File: src/rtl/alias_bus_reader.sv
// Receive endpoint for the aliased transfer net: accepts NWORDS words into a small FIFO,
// scores each one against EXPECT and drains the FIFO to a valid/ready consumer.
module alias_bus_reader #(
  parameter int               WIDTH  = 32,
  parameter int               DEPTH  = 4,
  parameter int               NWORDS = 8,
  parameter logic [WIDTH-1:0] EXPECT = 32'hdeadbeef,
  parameter int               CW     = 8
) (
  input  logic             clk,
  input  logic             rst_n,
  input  logic             start,
  input  logic [WIDTH-1:0] bus_data,
  input  logic             bus_vld,
  output logic             bus_rdy,
  output logic [WIDTH-1:0] out_data,
  output logic             out_vld,
  input  logic             out_rdy,
  output logic [CW-1:0]    match_cnt,
  output logic [CW-1:0]    err_cnt,
  output logic             done
);

  localparam int AW  = (DEPTH > 1) ? $clog2(DEPTH) : 1;
  localparam int PW  = AW + 1;
  localparam int NCW = $clog2(NWORDS + 1);
  localparam logic [NCW-1:0] LAST_ACC = NCW'(NWORDS - 1);

  typedef enum logic [1:0] {
    S_IDLE    = 2'd0,
    S_CAPTURE = 2'd1,
    S_DRAIN   = 2'd2,
    S_DONE    = 2'd3
  } state_t;

  state_t           r_state;
  state_t           w_next;
  logic [WIDTH-1:0] r_mem [DEPTH];
  logic [PW-1:0]    r_wr_ptr;
  logic [PW-1:0]    r_rd_ptr;
  logic [NCW-1:0]   r_acc_cnt;
  logic [CW-1:0]    r_match_cnt;
  logic [CW-1:0]    r_err_cnt;

  logic w_full;
  logic w_empty;
  logic w_push;
  logic w_pop;
  logic w_start_run;
  logic w_last_push;

  function automatic logic [CW-1:0] sat_inc(input logic [CW-1:0] v);
    return (&v) ? v : v + CW'(1);
  endfunction

  // The extra pointer bit separates a full FIFO from an empty one at equal addresses.
  assign w_full      = (r_wr_ptr[AW-1:0] == r_rd_ptr[AW-1:0]) && (r_wr_ptr[AW] != r_rd_ptr[AW]);
  assign w_empty     = (r_wr_ptr == r_rd_ptr);
  assign bus_rdy     = (r_state == S_CAPTURE) && !w_full;
  assign out_vld     = !w_empty;
  assign out_data    = w_empty ? '0 : r_mem[r_rd_ptr[AW-1:0]];
  assign w_push      = bus_vld && bus_rdy;
  assign w_pop       = out_vld && out_rdy;
  assign w_start_run = start && ((r_state == S_IDLE) || (r_state == S_DONE));
  assign w_last_push = w_push && (r_acc_cnt == LAST_ACC);
  assign match_cnt   = r_match_cnt;
  assign err_cnt     = r_err_cnt;
  assign done        = (r_state == S_DONE);

  always_ff @(posedge clk or negedge rst_n) begin
    if (!rst_n) r_state <= S_IDLE;
    else        r_state <= w_next;
  end

  always_comb begin
    w_next = r_state;
    case (r_state)
      S_IDLE:    if (start)       w_next = S_CAPTURE;
      S_CAPTURE: if (w_last_push) w_next = S_DRAIN;
      S_DRAIN:   if (w_empty)     w_next = S_DONE;
      S_DONE:    if (start)       w_next = S_CAPTURE;
      default:                    w_next = S_IDLE;
    endcase
  end

  always_ff @(posedge clk or negedge rst_n) begin
    if (!rst_n) begin
      r_wr_ptr <= '0;
      r_rd_ptr <= '0;
    end else begin
      if (w_push) r_wr_ptr <= r_wr_ptr + PW'(1);
      if (w_pop)  r_rd_ptr <= r_rd_ptr + PW'(1);
    end
  end

  // Storage carries no reset; stale entries are unreachable once the pointers clear.
  always_ff @(posedge clk) begin
    if (w_push) r_mem[r_wr_ptr[AW-1:0]] <= bus_data;
  end

  always_ff @(posedge clk or negedge rst_n) begin
    if (!rst_n) begin
      r_acc_cnt   <= '0;
      r_match_cnt <= '0;
      r_err_cnt   <= '0;
    end else if (w_start_run) begin
      r_acc_cnt   <= '0;
      r_match_cnt <= '0;
      r_err_cnt   <= '0;
    end else if (w_push) begin
      r_acc_cnt <= r_acc_cnt + NCW'(1);
      if (bus_data == EXPECT) r_match_cnt <= sat_inc(r_match_cnt);
      else                    r_err_cnt   <= sat_inc(r_err_cnt);
    end
  end

endmodule

File: config.mk
export PLATFORM = sky130hd
export DESIGN_NAME = alias_bus_reader
export DESIGN_NICKNAME = d
export VERILOG_FILES = /design/src/rtl/alias_bus_reader.sv
export SDC_FILE = /design/constraint.sdc
export NUM_CORES = 1
export LEC_CHECK = 0
export BUFFER_PORTS_ARGS = -buffer_cell sky130_fd_sc_hd__buf_2
export CAP_MARGIN = 10
export CELL_PAD_IN_SITES_DETAIL_PLACEMENT = 0
export CELL_PAD_IN_SITES_GLOBAL_PLACEMENT = 1
export CORE_ASPECT_RATIO = 0.9
export CORE_UTILIZATION = 48
export DETAILED_ROUTE_END_ITERATION = 8
export PLACE_DENSITY_LB_ADDON = 0.1
export SLEW_MARGIN = 20
export SYNTH_ARGS = -nofsm -noshare
export SYNTH_HDL_FRONTEND = slang
export SYNTH_SLANG_ARGS = --single-unit
File: constraint.sdc
create_clock -name clk -period 3.1 [get_ports clk]
set_input_delay 0.155 -clock clk [delete_from_list [all_inputs] [get_ports clk]]
set_output_delay 0.155 -clock clk [all_outputs]
set_load 0.005 [all_outputs]
-- Word-level counts from Yosys, hierarchy flattened
Memory sizes are Yosys's and may differ from the RTL's.
Index checks and enable logic that the tools add are counted.
- bits in registers: 28
- RAM bits: 128
- output and inout port bits: 51
- word-level logic and storage cells: 61
- memories kept: 1
- add/sub/neg operators: 5
- equality and inequality tests: 14
- muxes and demuxes: 17
- reductions and logical operators: 18
- memory list (name ; depth ; bits a word ; read ports ; clocked after memory_dff ; wr ports ; RTL line ; RTL):
    r_mem ; 4 ; 32 ; 1 ; 0 ; 1 ; 38 ; logic [WIDTH-1:0] r_mem [DEPTH];
- operators with widths (cell ; count):
    8-bit two-way mux ; 8
    32-bit equality test (second input constant) ; 1
    32-bit two-way mux ; 1
    8-bit by 1-bit adder with 8-bit output (second input constant) ; 2
    8-bit AND reduction ; 2
    2-bit != test (second input constant) ; 5
    3-bit AND reduction ; 3
    4-bit two-way mux ; 2
    3-bit by 1-bit adder with 3-bit output (second input constant) ; 2
    1-bit logical AND ; 6
    2-bit two-way mux ; 3
    2-bit case mux with 3 select lines ; 1
    4-bit by 1-bit adder with 4-bit output (second input constant) ; 1
    2-bit equality test (second input constant) ; 2
    4-bit by 3-bit equality test with 1-bit output (second input constant) ; 1
    2-bit nonzero test ; 2
    3-bit equality test ; 1
    2-bit by 1-bit equality test with 1-bit output (second input constant) ; 1
    2-bit equality test ; 1
    1-bit logical NOT ; 2
    2-bit logical NOT ; 1
    1-bit two-way mux ; 2
    2-bit by 1-bit != test with 1-bit output (second input constant) ; 1
    2-bit OR reduction ; 1
    2 further kinds ; 2

-- Logic depth before layout (Yosys ltp)
Gate-level depths: netlist of the first run.
- depth in word-level cells: 8
- depth in mapped cells: 8
- gate-level depth less buffers: 7

-- Worst setup path after synthesis of the first run
OpenSTA, ideal clock, no wires.
- kind: reg2reg
- start: register r_rd_ptr[1]
- end: memory r_mem[2][0], enable pin
- buffers on the path: 2
- setup slack: 405 ps
- data arrival time: 2303 ps
- period minus slack after synthesis: 2695 ps
- cell stages (with the launch flop): 6
- path through: dfrtp_1 clkbuf_1 xnor2_1 a31oi_1 clkbuf_1 and2_1
- cells in the longest elaborated chain, start to end: 7
- RTL lines (what ; RTL line ; RTL):
    start: declaration ; 40 ; logic [PW-1:0] r_rd_ptr;
    start signal: assignment ; 92 ; if (w_pop) r_rd_ptr <= r_rd_ptr + PW'(1);
    2-bit equality test ; 57 ; assign w_full = (r_wr_ptr[AW-1:0] == r_rd_ptr[AW-1:0]) && (r_wr_ptr[AW] != r_rd_ptr[AW]);
    1-bit logical AND ; 57 ;
    1-bit logical NOT ; 59 ; assign bus_rdy = (r_state == S_CAPTURE) && !w_full;
    1-bit logical AND ; 59 ;
    1-bit logical AND ; 62 ; assign w_push = bus_vld && bus_rdy;
    1-bit two-way mux ; 98 ; if (w_push) r_mem[r_wr_ptr[AW-1:0]] <= bus_data;
    1-bit two-way mux (implied by the code) ; 98 ;
    end: declaration ; 38 ;
Every way passes these cells.

-- Final worst setup path of the first run
- start: input port bus_data[24]
- end: register r_match_cnt[3], in the netlist match_cnt[3]
- cells in the longest elaborated chain, start to end: 3
- RTL lines (what ; RTL line ; RTL):
    start: declaration ; 13 ; input logic [WIDTH-1:0] bus_data,
    32-bit equality test ; 112 ; if (bus_data == EXPECT) r_match_cnt <= sat_inc(r_match_cnt);
    2-bit nonzero test (no source line) ; - ;
    3-bit AND reduction (no source line) ; - ;
    end signal: assignment ; 112 ;
    end: declaration ; 42 ; logic [CW-1:0] r_match_cnt;
Every way passes these cells.
A chain may end at the register's enable or synchronous reset.

==> reports/summary.md, run 1 <==
The flow ran to the end, but the final reports show violations. The checks that failed: DRC. In the synthesized netlist the dominant register cell turns out to be sky130_fd_sc_hd__edfxtp_1.

After detailed routing, the number of remaining DRC violations is 17. The die covers 0.0141 mm2. After clock tree synthesis, the clock-pin slew on the worst setup and hold paths is 60 ps. For the worst-skew pair, the clock arrives at the later sink with an insertion delay of 410 ps. During I/O placement, the number of pins put on the boundary was 88. The first-pass GRT wire length is 20,400 um, and the proportion of layout cells with a drive suffix above 1 is 0.311. Sorting the synthesized cells by area gives the leading types as sky130_fd_sc_hd__edfxtp_1 59%, sky130_fd_sc_hd__mux4_2 11%, sky130_fd_sc_hd__dfrtp_1 11%.

The floorplan row count is 40. The repair_antennas step left the layout with diodes totalling 0. The number of iterations in the first detailed-routing pass is 6, and the number of vias after detailed routing is 3,864.

The quantity of I/O buffers inserted on ports is 87, and the final standard cell utilization of the core is 0.610. The final hold violation count was 0. Summing all non-filler instances in the final layout gives an area of 0.00812 mm2. Measured along the x axis, the die boundary spans 125 um. The met3 track demand over resource was 0.0634; the total track usage was 0.198. The via count normalized by instance count was 5.56; the number of buffers created by CTS was 17. The synthesized design contains 156 register bits.

Largest area contributor in the netlist: sky130_fd_sc_hd__edfxtp_1. The clock skew after layout is 7.27 ps, and the initial antenna violation count is 0. The number of different library cells used by synthesis comes to 39.

The met1 layer usage reported by global route is 0.249. The average instance in the mapped netlist occupies 17.0 um2. The worst setup path is of the in -> reg kind.

In the final routed layout, each cell accounts on average for 18.6 um. Routability-driven placement finished with a final weighted congestion of 0.767. The tools report the sequential-to-total area share from yosys stat as 0.696. Timing analysis after detailed placement gives a worst setup slack of 725 ps. For this run, the post-layout net count is 562.

The worst-case vdd ir drop was 0.647 mV; the async set-reset flop share out of synthesis was 0.179. The max-cap violation count was 0. STA classifies the critical path startpoint as an input port. The relative max-transition margin is 0.472. Summed over all layers, the global routing overflow is 0.

The clock tree synthesis step divided the H-tree into 4 levels. At the pin with the least slew margin, the transition time is 792 ps. The number of routed nets with antenna violations is 0. The critical path goes through dlygate4sd3_1 > buf_2 > nand4b_1 > or4_4 > or3_1 > or4_1 > a21oi_1. For this block, the initial DRC count from the detailed router was 254. Detailed placement ended at an HPWL of 7910 um. met2 is the most crowded layer. The logs give 0.331 for the global routing usage on met2 and 156 for the number of sinks handled by clock tree synthesis. The logs give 0 for the count of synthesis-stage warnings from yosys and 385 for the cell count after synthesis. Setup slack on the critical path of the routed design comes to 611 ps.

The tools report the count of pins over their slew limit as 0. Kind of end point of the critical path: a register. The run gives 0 as the total setup buffers inserted after CTS. Counting instances in the post-synthesis netlist gives the leading cell types as 128 x sky130_fd_sc_hd__edfxtp_1, 37 x sky130_fd_sc_hd__and2_1, 32 x sky130_fd_sc_hd__mux4_2, 28 x sky130_fd_sc_hd__dfrtp_1, 16 x sky130_fd_sc_hd__nand2_1.

The final worst-path cycle share came out at 0.803. Post-route minimum period: 2490 ps. In this run the static leakage power is 0.00298 uW. Yosys instantiated no cell more often than sky130_fd_sc_hd__edfxtp_1. The share of the synthesized area in the top cell type was 0.589; the clock tree buffer depth was 2. Post-detailed-routing wire length: 13,000 um. The initial core utilization is 0.491. On the critical path, the stage with the largest delay is an instance of sky130_fd_sc_hd__or4_4. Relative to the synthesized area, the layout overhead comes to 24.3%. The biggest cell delay along the critical path came out at 590 ps. The critical path data arrival time came out at 2820 ps.

The root buffer cell chosen for the clock tree is sky130_fd_sc_hd__clkbuf_16. For this design the ratio of total power to cell area is 872 mW/mm2. The maximum achievable frequency is 0.402 GHz. The core region is 0.0133 mm2.

The path class of the tightest hold or removal check is in -> reg. Maximum number of pins on one net before global-route repair: 36. Measured along the y axis, the die boundary spans 113 um.

Setup repair after global routing left no endpoint under its margin. Data on the critical path is required at its endpoint by 3430 ps. The synthesized design contains 128 enable-type register cells. TritonCTS built the clock tree.

Setup violations remaining at the end of the flow were counted as 0. For the via count of the first global-routing pass, the log shows 3,896. The run gives 7070 uW as the total power draw. The placed instances occupy a cell area of 0.00722 mm2. The post-synth design cell area came out at 0.00653 mm2.

The total negative slack is 0 ps, and the synthesized netlist net count is 433. Largest fanout of any net on the critical path: 11.
[routing by layer]
layer | up-vias | wire, um | part of all wire
li1 | 1779 | - | -
met1 | 1972 | 5590 | 0.43
met2 | 104 | 6570 | 0.51
met3 | 9 | 676 | 0.052
met4 | 0 | 117 | 0.0090
met5 | - | 0 | 0
[registers in the layout, indices dropped and copies added (netlist names)]
| name | cells |
|---|---|
| err_cnt | 8 |
| match_cnt | 8 |
| r_acc_cnt | 4 |
| r_mem | 128 |
| r_rd_ptr | 3 |
| r_state | 2 |
| r_wr_ptr | 3 |
[placed cells by master, fill, tap and decap left out, types with 8 or more instances in the layout]
cell | Yosys | layout
sky130_fd_sc_hd__nor2_1 | 10 | 10
sky130_fd_sc_hd__nand4b_1 | 8 | 8
sky130_fd_sc_hd__ha_1 | 11 | 11
sky130_fd_sc_hd__nand3_1 | 10 | 10
sky130_fd_sc_hd__o31ai_1 | 8 | 8
sky130_fd_sc_hd__and2_1 | 37 | 33
sky130_fd_sc_hd__edfxtp_1 | 128 | 128
sky130_fd_sc_hd__buf_2 | 1 | 87
sky130_fd_sc_hd__dfrtp_1 | 28 | 27
sky130_fd_sc_hd__dlygate4sd3_1 | 0 | 32
sky130_fd_sc_hd__mux4_2 | 32 | 32
sky130_fd_sc_hd__clkbuf_16 | 0 | 17
sky130_fd_sc_hd__a21oi_1 | 14 | 14
sky130_fd_sc_hd__nand2_1 | 16 | 16
[report_power, final]
part / leakage, uW / total (uW) / switching [uW] / internal (uW)
clock: 0.000270 / 1970 / 754 / 1210
sequential: 0.00153 / 2730 / 118 / 2610
combinational: 0.00119 / 2380 / 1190 / 1180
[worst max-delay path, delay by kind of cell]
family                 cells  cell delay [ps]
AO/OA/AOI/OAI              1              140
buffers and inverters      2              670
AND/OR/NAND/NOR            4             1850
[area by class of cell]
type / count / area, um2
fillers: 1031 / 5200
clock buffers: 27 / 513
repair buffers: 128 / 873
inverters: 6 / 22.5
multi-input cells: 205 / 1890
flip-flops and latches: 156 / 4550
clock inverters: 5 / 57.6
well taps: 168 / 210
[cell families after synthesis]
family	count (synthesis)	share of synthesized area
buffers and inverters	24	0.0151
flip-flops	156	0.696
XOR/XNOR	13	0.0174
multiplexers	33	0.112
adder cells (fa/ha/maj)	11	0.0211
AO/OA/AOI/OAI	44	0.0441
AND/OR/NAND/NOR	104	0.0944
[final timing paths]
path                                    from           end  slack (ps)  cells after the start
worst max register to register    r_state[1]  r_mem[2][27]         940                      6
max in group asynchronous              rst_n   r_rd_ptr[0]        2310                      2
worst min-delay path             bus_data[2]   r_mem[2][2]          20                      1
min in group asynchronous              rst_n  match_cnt[0]         310                      2
worst min register to register   r_wr_ptr[2]   r_wr_ptr[2]         520                      1
worst max-delay path            bus_data[24]  match_cnt[3]         610                      7
[metrics by stage]
| step | hold slack (ps) | instances |
|---|---|---|
| final | 22.7 | 695 |
| after global routing | 2.28 | 695 |
| after CTS | 7.98 | 695 |
| after detailed placement | 227 | 631 |
| after global placement | 226 | 631 |
| after floorplan | -141 | 385 |
[what timing repair did]
action                    CTS  global route
hold endpoints to repair  152             0
resized for setup           0             0
hold buffers               32             0
Note: power is estimated with default switching activity, not from simulation.
==> inputs of run 2 (changes only) <==
clock period = 2.5 ns   (was 3.1 ns; I/O delays follow)
==> run 2 against run 1 <==
- the flow still finishes with violations (DRC)
- clock skew is 0.57 ps lower
- sequential share of layout area fell by 0.20 points
- final area grew 0.39%
- first-iteration DRC count down 18%
- clock power grew 24%
- worst hold slack better by 16 ps
- worst setup slack worse by 470 ps
- via count grew 0.75%
- power rose by 25%
- combinational power is 26% higher
- critical endpoint unchanged
==> reports/summary.md, run 2 (same netlist as run 1, synthesis figures left out) <==
The layer flagged by global routing as most heavily used is met2. The number of flip-flops in the largest register came out at 128 (unchanged). The tools report the clock network fraction of design power as 0.276 (-0.002).

The run finished, with violations left. Tracing the worst setup path back leads to its startpoint at bus_data[24]. For the final setup violation count, the log shows 0 (unchanged).

The initial DRC count is 208 (-18%). The run gives 0.00303 uW (+1.4%) as the static leakage. The worst setup path is launched from an input port. The logs give 0.0133 mm2 (unchanged) for the floorplan core area and 156 (unchanged) for the number of sinks handled by clock tree synthesis.

The tools report the H-tree level count as 4 (unchanged). The worst-skew pair later-pin latency was 420 ps (about the same). The first-pass GRT wire length was 20,700 um (+1.4%); the net total in the final layout was 571 (+1.6%). The slew at the pin with the worst max-slew slack is 641 ps (-151 ps), and the met1 layer usage reported by global route is 0.268 (+0.0195). The met3 track demand over resource was 0.0548 (-0.00858).

The maximum number of pins on one net before global-route repair was 36 (unchanged); the buffer and inverter count on the worst path was 2 (unchanged). The worst-case vdd ir drop is 0.625 mV (-3.4%), and the clock tree buffer depth is 2 (unchanged). The number of iterations in the first detailed-routing pass was 6 (unchanged). The critical path goes through dlygate4sd3_1 > buf_2 > nand4b_1 > or4_4 > or3_4 > or4_1 > a21oi_1. The cell count along the critical path is 7 (unchanged), and the width of the chip is 125 um (unchanged). The worst hold-check path type was in -> reg. The final hold violation count is 0 (unchanged). Leaving out fill and tap cells, the most frequent cell in the layout is sky130_fd_sc_hd__edfxtp_1. In this run the critical register-to-register path is launched from r_state[1]. The final weighted congestion of routability-driven global placement is 0.739 (-3.6%).

The logs give 2730 uW (+32%) for the total net switching power and 0 (unchanged) for the max-cap violation count. The antenna cell count was 0 (unchanged); the worst reg-to-reg path cell count was 6 (unchanged). The proportion of layout cells with a drive suffix above 1 is 0.334 (+0.0228). The DRC violation count after routing was 16 (-1); the part of the power in registers was 0.384 (-0.002).

The logs give 0.491 (unchanged) for the initial core utilization and 0.339 (+0.003) for the combinational cell fraction of total power. Critical path data arrival time: 2700 ps (-120 ps). The family of cells with the greatest summed delay on the critical path was simple AND/OR/NAND/NOR gates. Setup repair after global routing left no endpoint under its margin.

The via count normalized by instance count came out at 5.53 (-0.54%). The logs give 390 ps (-550 ps) for the slack of the worst reg-to-reg path and 174 ps (-550 ps) for the setup slack at placement. The clock period could shrink to 2360 ps. Critical path class: in -> reg. The power per cell area was 1080 mW/mm2 (+24%). The run gives 0.572 (+0.100) as the relative max-transition margin. The worst setup path is captured at a register. Post-detailed-route wirelength per cell: 18.7 um (+0.20%). The critical path ends at match_cnt[3].

The number of vias after detailed routing is 3,893 (+0.75%). For the count of pins over their slew limit, the log shows 0 (unchanged). In this run the critical register-to-register path is captured at r_mem[1][25]. The checks that failed: DRC. Clock tree synthesis selected as its root buffer the cell sky130_fd_sc_hd__clkbuf_16. Slowest cell on the critical path: sky130_fd_sc_hd__or4_4.

The logs give 6100 uW (+22%) for the internal power and 2840 ps (-590 ps) for the critical path data required time. The total setup buffers inserted after CTS is 0 (unchanged), and the biggest cell delay along the critical path is 600 ps (about the same). From synthesis to final layout, the design area changed by 24.7%.

The tools report the final standard cell utilization of the core as 0.612 (+0.00235). The logs give 0.324 (-0.00749) for the global routing usage on met2 and 13,100 um (+1.5%) for the post-detailed-routing wire length. The tools report the total negative slack as 0 ps (unchanged). The post-detailed-placement half-perimeter wirelength was 8070 um (+2.0%); the global-route congestion overflow total was 0 (unchanged). The worst setup slack after layout is 138 ps (-473 ps). The y dimension of the die was 113 um (unchanged). The switching power share of the total was 0.309 (+0.0164). The clock-pin slew on the worst setup and hold paths was 60 ps (about the same); the floorplan row count was 40 (unchanged). The number of top-level pins was 88 (unchanged). Final-layout fill cell count: 1,034 (+0.29%).

TritonCTS built the clock tree. The area enclosed by the die boundary is 0.0141 mm2 (unchanged). The number of buffers created by CTS was 17 (unchanged); the initial antenna violation count was 0 (unchanged).

Leaving out fill and tap cells, the most frequent cells in the layout are 128 x sky130_fd_sc_hd__edfxtp_1, 87 x sky130_fd_sc_hd__buf_2, 34 x sky130_fd_sc_hd__dlygate4sd3_1, 33 x sky130_fd_sc_hd__and2_1, 32 x sky130_fd_sc_hd__mux4_2. The quantity of I/O buffers inserted on ports was 87 (unchanged). The largest fanout of any net on the critical path works out to 11 (unchanged). The maximum achievable frequency was 0.423 GHz. The logs give 0.200 (+0.00167) for the total track usage and 3,914 (+0.46%) for the via count of the first global-routing pass.

The number of routed nets with antenna violations was 0 (unchanged). The clock skew after layout was 6.69 ps (-0.574 ps); the final worst-path cycle share was 0.945.
run 2: changes by cell type in the layout (fill, tap and decap cells not counted), moves of 4 or more:
cell,previous run,this run
sky130_fd_sc_hd__buf_4,5,15
sky130_fd_sc_hd__clkbuf_1,5,0
sky130_fd_sc_hd__clkbuf_8,5,0
sky130_fd_sc_hd__clkinv_4,0,5
sky130_fd_sc_hd__buf_12,4,0
sky130_fd_sc_hd__inv_6,0,4
run 2: final cells by class:
type,count,area (um2),area share
clock buffers,17,425,0.0522
clock inverters,15,139,0.0170
inverters,6,22.5,0.00276
multi-input cells,205,1900,0.234
flip-flops and latches,156,4550,0.558
well taps,168,210,0.0258
repair buffers,137,900,0.110
run 2: routing by layer:
layer,routed length (um),vias up
met5,0,-
met4,95,0
met3,582,12
met2,6440,111
met1,6030,1964
li1,-,1806
run 2: power groups by stage:
stage | combinational, uW | sequential (uW) | clock (uW)
CTS | 3060 | 3400 | 2490
floorplan | 1860 | 3400 | 0
global route | 3270 | 3430 | 2590
detailed placement | 2990 | 3450 | 0
finish | 2990 | 3390 | 2440
global placement | 2970 | 3430 | 0
run 2: through the flow:
stage | hold WS, ps | cell area, um2 | std cells | total power [uW]
final | 38.8 | 8150 | 704 | 8830
after floorplan | -171 | 6540 | 385 | 5270
after CTS | 24.7 | 8140 | 704 | 8940
after global routing | 50.0 | 8150 | 704 | 9300
after detailed placement | 198 | 7230 | 638 | 6440
after global placement | 194 | 7230 | 638 | 6400
run 2: what timing repair did:
| action | 4_1_cts | 5_1_grt |
|---|---|---|
| pin swaps | 0 | 0 |
| endpoints found under the setup margin | 1 | 28 |
| endpoints found under the hold margin | 157 | 0 |
| hold buffers | 34 | 0 |
| gates resized for setup | 1 | 2 |
run 2: worst min-delay path by stage:
stage                      from    endpoint  slack [ps]  cells past startpoint
after global routing      start  r_state[1]          50                      3
final                     start  r_state[1]          40                      3
after detailed placement  rst_n  err_cnt[6]         200                      1
after global placement    rst_n  err_cnt[6]         190                      1
after CTS                 start  r_state[1]          20                      3
after floorplan           rst_n  err_cnt[0]        -170                      0
run 2: worst register-to-register path: stages, from the launching register on:
cell                      delay, ps
sky130_fd_sc_hd__dfrtp_1        410
sky130_fd_sc_hd__inv_1           70
sky130_fd_sc_hd__ha_1           190
sky130_fd_sc_hd__nand2_1         80
sky130_fd_sc_hd__a31oi_1        450
sky130_fd_sc_hd__and2_2         260
sky130_fd_sc_hd__buf_4          310
==> inputs of run 3 (changes only) <==
ABC_AREA = 1   (was unset)
CELL_PAD_IN_SITES_DETAIL_PLACEMENT = 2   (was 0)
CELL_PAD_IN_SITES_GLOBAL_PLACEMENT = 2   (was 1)
CORE_UTILIZATION = 37   (was 48)
==> run 3 against run 2 <==
- worst setup slack gained 45 ps
- fmax up 1.9%
- synthesized cell count up 76%
- the run now ends clean
- largest power group is now combinational logic
- clock power is 5% higher
- highest routed layer unchanged
- core utilization shrank 14 points
- area after synthesis grew 7.2%
- worst hold slack got worse by 21 ps
- register-to-register slack lost 60 ps
- global-route usage rose by 3.5 points
- via count grew 39%
- clock skew up 6.0 ps
- die area grew 38%
==> reports/summary.md, run 3 <==
The flow ran to the end, and the final reports show no timing, DRC or antenna violations. The quantity of I/O buffers inserted on ports is 87 (unchanged). The critical path starts at r_rd_ptr[0]. The synthesized netlist net count was 726 (+68%). The run gives 0.432 GHz (+1.9%) as the maximum achievable frequency.

The number of vias after detailed routing is 5,417 (+39%). The number of iterations in the first detailed-routing pass was 4 (-2); the synthesized area per cell was 10.3 um2 (-39%). Slew at the pin with the worst max-slew slack: 716 ps (+74.6 ps). The width of the chip is 147 um (+18%), and the clock-pin slew on the worst setup and hold paths is 60 ps (about the same).

The origin of the critical flop-to-flop path was r_state[0]. The run gives 33 (-2.9%) as the number of buffers inserted for hold repair after clock tree synthesis. By area the synthesized netlist is led by sky130_fd_sc_hd__edfxtp_1 55%, sky130_fd_sc_hd__dfrtp_1 10%, sky130_fd_sc_hd__nand2_1 7.5%.

Number of buffers created by CTS: 17 (unchanged). The initial antenna violation count was 0 (unchanged); the via count normalized by instance count was 5.09 (-7.9%). The logs give 34,400 um (+66%) for the first-pass GRT wire length and 0 (unchanged) for the total setup buffers inserted after CTS. The number of routed nets with antenna violations came out at 0 (unchanged).

The largest area contributor in the netlist was sky130_fd_sc_hd__edfxtp_1. The commonest cells after synthesis are 140 x sky130_fd_sc_hd__nand2_1, 128 x sky130_fd_sc_hd__edfxtp_1, 104 x sky130_fd_sc_hd__nor2_1, 74 x sky130_fd_sc_hd__inv_1, 66 x sky130_fd_sc_hd__o21ai_0. Endpoint of the most critical register-to-register path: err_cnt[6]. The number of flip-flops in the largest register was 128 (unchanged). The clock tree buffer depth is 2 (unchanged). For the post-detailed-routing wire length, the log shows 21,500 um (+64%). The antenna cell count came out at 0 (unchanged). The run gives 0 (-16) as the DRC violation count after routing. The run gives 0 (unchanged) as the final setup violation count. The biggest cell delay along the critical path was 560 ps (-40 ps); the power per cell area was 1120 mW/mm2 (+3.3%). The non-filler instance count after layout was 1,064 (+51%).

The post-detailed-placement half-perimeter wirelength was 13,800 um (+71%). The layout overhead on the synthesized area is 24.2%. The run gives 156 (unchanged) as the number of sinks handled by clock tree synthesis. For the slack of the worst reg-to-reg path, the log shows 330 ps (-60 ps).

For the final weighted congestion of routability-driven global placement, the log shows 0.764 (+3.3%). Kind of end point of the critical path: an output pin. The worst setup path is launched from a register. The logs give 2380 ps (-460 ps) for the critical path data required time and 430 ps (about the same) for the worst-skew pair later-pin latency. The run gives 0.0185 mm2 (+39%) as the floorplan core area.

The final worst-path cycle share is 0.927 (-0.0178). The run gives 0 (unchanged) as the global-route congestion overflow total. The relative max-transition margin was 0.523 (-0.0498); the final standard cell utilization of the core was 0.471 (-0.141).

Initial DRC count: 278 (+34%). The critical path endpoint is out_data[22]. The slowest stage of the critical path belongs to the cell sky130_fd_sc_hd__buf_4. The logs give 0.649 (-0.0466) for the sequential-to-total area share from yosys stat and 854 (+50%) for the net total in the final layout. The run gives 47 (+18%) as the floorplan row count.

The flip-flop cell with the highest count after synthesis was sky130_fd_sc_hd__edfxtp_1. The tools report the cell at the root of the clock tree as sky130_fd_sc_hd__clkbuf_16. The number of top-level pins came out at 88 (unchanged). The largest fanout of any net on the critical path was 65 (+54); the y dimension of the die was 132 um (+18%). The post-detailed-route wirelength per cell works out to 20.2 um (+8.4%).

The most common cell in the synthesized netlist was sky130_fd_sc_hd__nand2_1. The critical path class is reg -> out. The count of synthesis-stage warnings from yosys is 0 (unchanged), and the initial core utilization is 0.379 (-0.111). The run gives 66 (+83%) as the maximum number of pins on one net before global-route repair.

The post-synth design cell area was 0.00700 mm2 (+7.2%); the worst reg-to-reg path cell count was 7 (+1). The flip-flop and latch count after synthesis works out to 156 (unchanged). The max-cap violation count was 0 (unchanged); the post-route minimum period was 2320 ps (-44.5 ps). Critical path data arrival time: 2190 ps (-510 ps). The tools report the count of pins over their slew limit as 0 (unchanged). The proportion of layout cells with a drive suffix above 1 works out to 0.186 (-0.148). The buffer and inverter count on the worst path was 4 (+2). For the worst-case vdd ir drop, the log shows 0.485 mV (-22%). TritonCTS built the clock tree. The number of enable-type register cells in the synthesized netlist came out at 128 (unchanged). Leaving out fill and tap cells, the most frequent cell in the layout is sky130_fd_sc_hd__nand2_1. The final-layout fill cell count came out at 1,971 (+91%). The number of distinct standard cells referenced by the synthesized netlist came out at 25 (-36%). In the layout the commonest cells are 140 x sky130_fd_sc_hd__nand2_1, 128 x sky130_fd_sc_hd__edfxtp_1, 100 x sky130_fd_sc_hd__nor2_1, 87 x sky130_fd_sc_hd__buf_2, 73 x sky130_fd_sc_hd__inv_1. Total track usage: 0.235 (+0.0353). For the cell count after placement, the log shows 999 (+57%). The tools report the H-tree level count as 4 (unchanged).

The run gives 678 (+76%) as the cell count after synthesis. For the clock skew after layout, the log shows 12.7 ps (+6.01 ps). Grouping stages by cell kind, the critical path spends the most delay in buffers and inverters. The final hold violation count was 0 (unchanged). The post-cts resize count was 0 (-1).

The async set-reset flop share out of synthesis was 0.179 (unchanged); the static leakage was 0.00369 uW (+22%). Worst hold-check path type: in -> reg. The critical path goes through clkinv_1 > buf_4 > o21ai_0 > o22ai_1 > nand2_1 > inv_1 > buf_2. The run gives 0.0195 mm2 (+38%) as the area enclosed by the die boundary.

The cell count along the critical path is 7 (unchanged), and the via count of the first global-routing pass is 6,103 (+56%). Setup repair after global routing left no endpoint under its margin. The share of the synthesized area in the top cell type was 0.549 (-0.0394).
## run 3: cell types whose count changed in the layout (fill, tap and decap cells not counted), sizes merged, moves of 31 or more
cell,previous run,this run
o21ai,7,66
nor2,10,105
o22ai,1,32
nand2,16,143
and2,37,0
inv,10,83
mux4,32,0
## run 3: worst min path at each step
stage          startpoint           to  slack, ps  cells past startpoint
6_report          out_rdy  r_rd_ptr[2]         20                      3
5_1_grt           out_rdy  r_rd_ptr[2]         30                      3
4_1_cts           out_rdy  r_rd_ptr[2]          3                      3
3_5_place_dp        rst_n   err_cnt[5]        210                      1
3_3_place_gp        rst_n   err_cnt[5]        200                      1
2_1_floorplan       rst_n   err_cnt[0]       -170                      0
## run 3: per-stage QoR
stage	hold slack [ps]	cell area (um2)	setup slack, ps	TNS (ps)	total power [uW]
global route	30.3	8690	45.4	0	10400
CTS	2.95	8690	177	0	9830
floorplan	-171	7000	-314	-36390	5590
global placement	202	7790	577	0	6940
detailed placement	215	7790	343	0	7190
finish	18.2	8690	183	0	9730
## run 3: cell type report
class | count | area [um2] | area share
inverters | 76 | 285 | 0.0328
multi-input cells | 420 | 2080 | 0.239
well taps | 245 | 307 | 0.0353
repair buffers | 135 | 903 | 0.104
flip-flops and latches | 156 | 4550 | 0.523
clock buffers | 17 | 425 | 0.0489
clock inverters | 15 | 153 | 0.0176
## run 3: cells by family (layout without fill, tap and decap cells)
family | count (synthesis) | in the layout | synth area share
AOI/OAI and AO/OA | 103 | 103 | 0.0804
adders and majority gates | 11 | 11 | 0.0197
buffers and inverters | 102 | 243 | 0.0565
xor gates and xnor gates | 13 | 13 | 0.0163
DFF | 156 | 156 | 0.649
and+or+nand+nor | 293 | 293 | 0.178
## run 3: worst min-delay path, cell delays in order
cell and delay (ps):
sky130_fd_sc_hd__buf_2 110, sky130_fd_sc_hd__nand3_1 100, sky130_fd_sc_hd__xor2_1 70
## run 3: report_power, final
group | switching, uW | internal (uW) | total (uW)
Clock | 1160 | 1410 | 2560
Sequential | 179 | 3220 | 3400
Combinational | 2510 | 1260 | 3770
Total | 3840 | 5890 | 9730
## run 3: layer usage
metal / part of all wire / wire, um / up-vias / track usage
met2: 0.51 / 11000 / 85 / 0.407
met1: 0.45 / 9600 / 2769 / 0.303
met5: 0 / 0 / - / 0
met4: 0.012 / 269 / 0 / 0.0647
li1: - / - / 2544 / -
met3: 0.031 / 670 / 19 / 0.0414
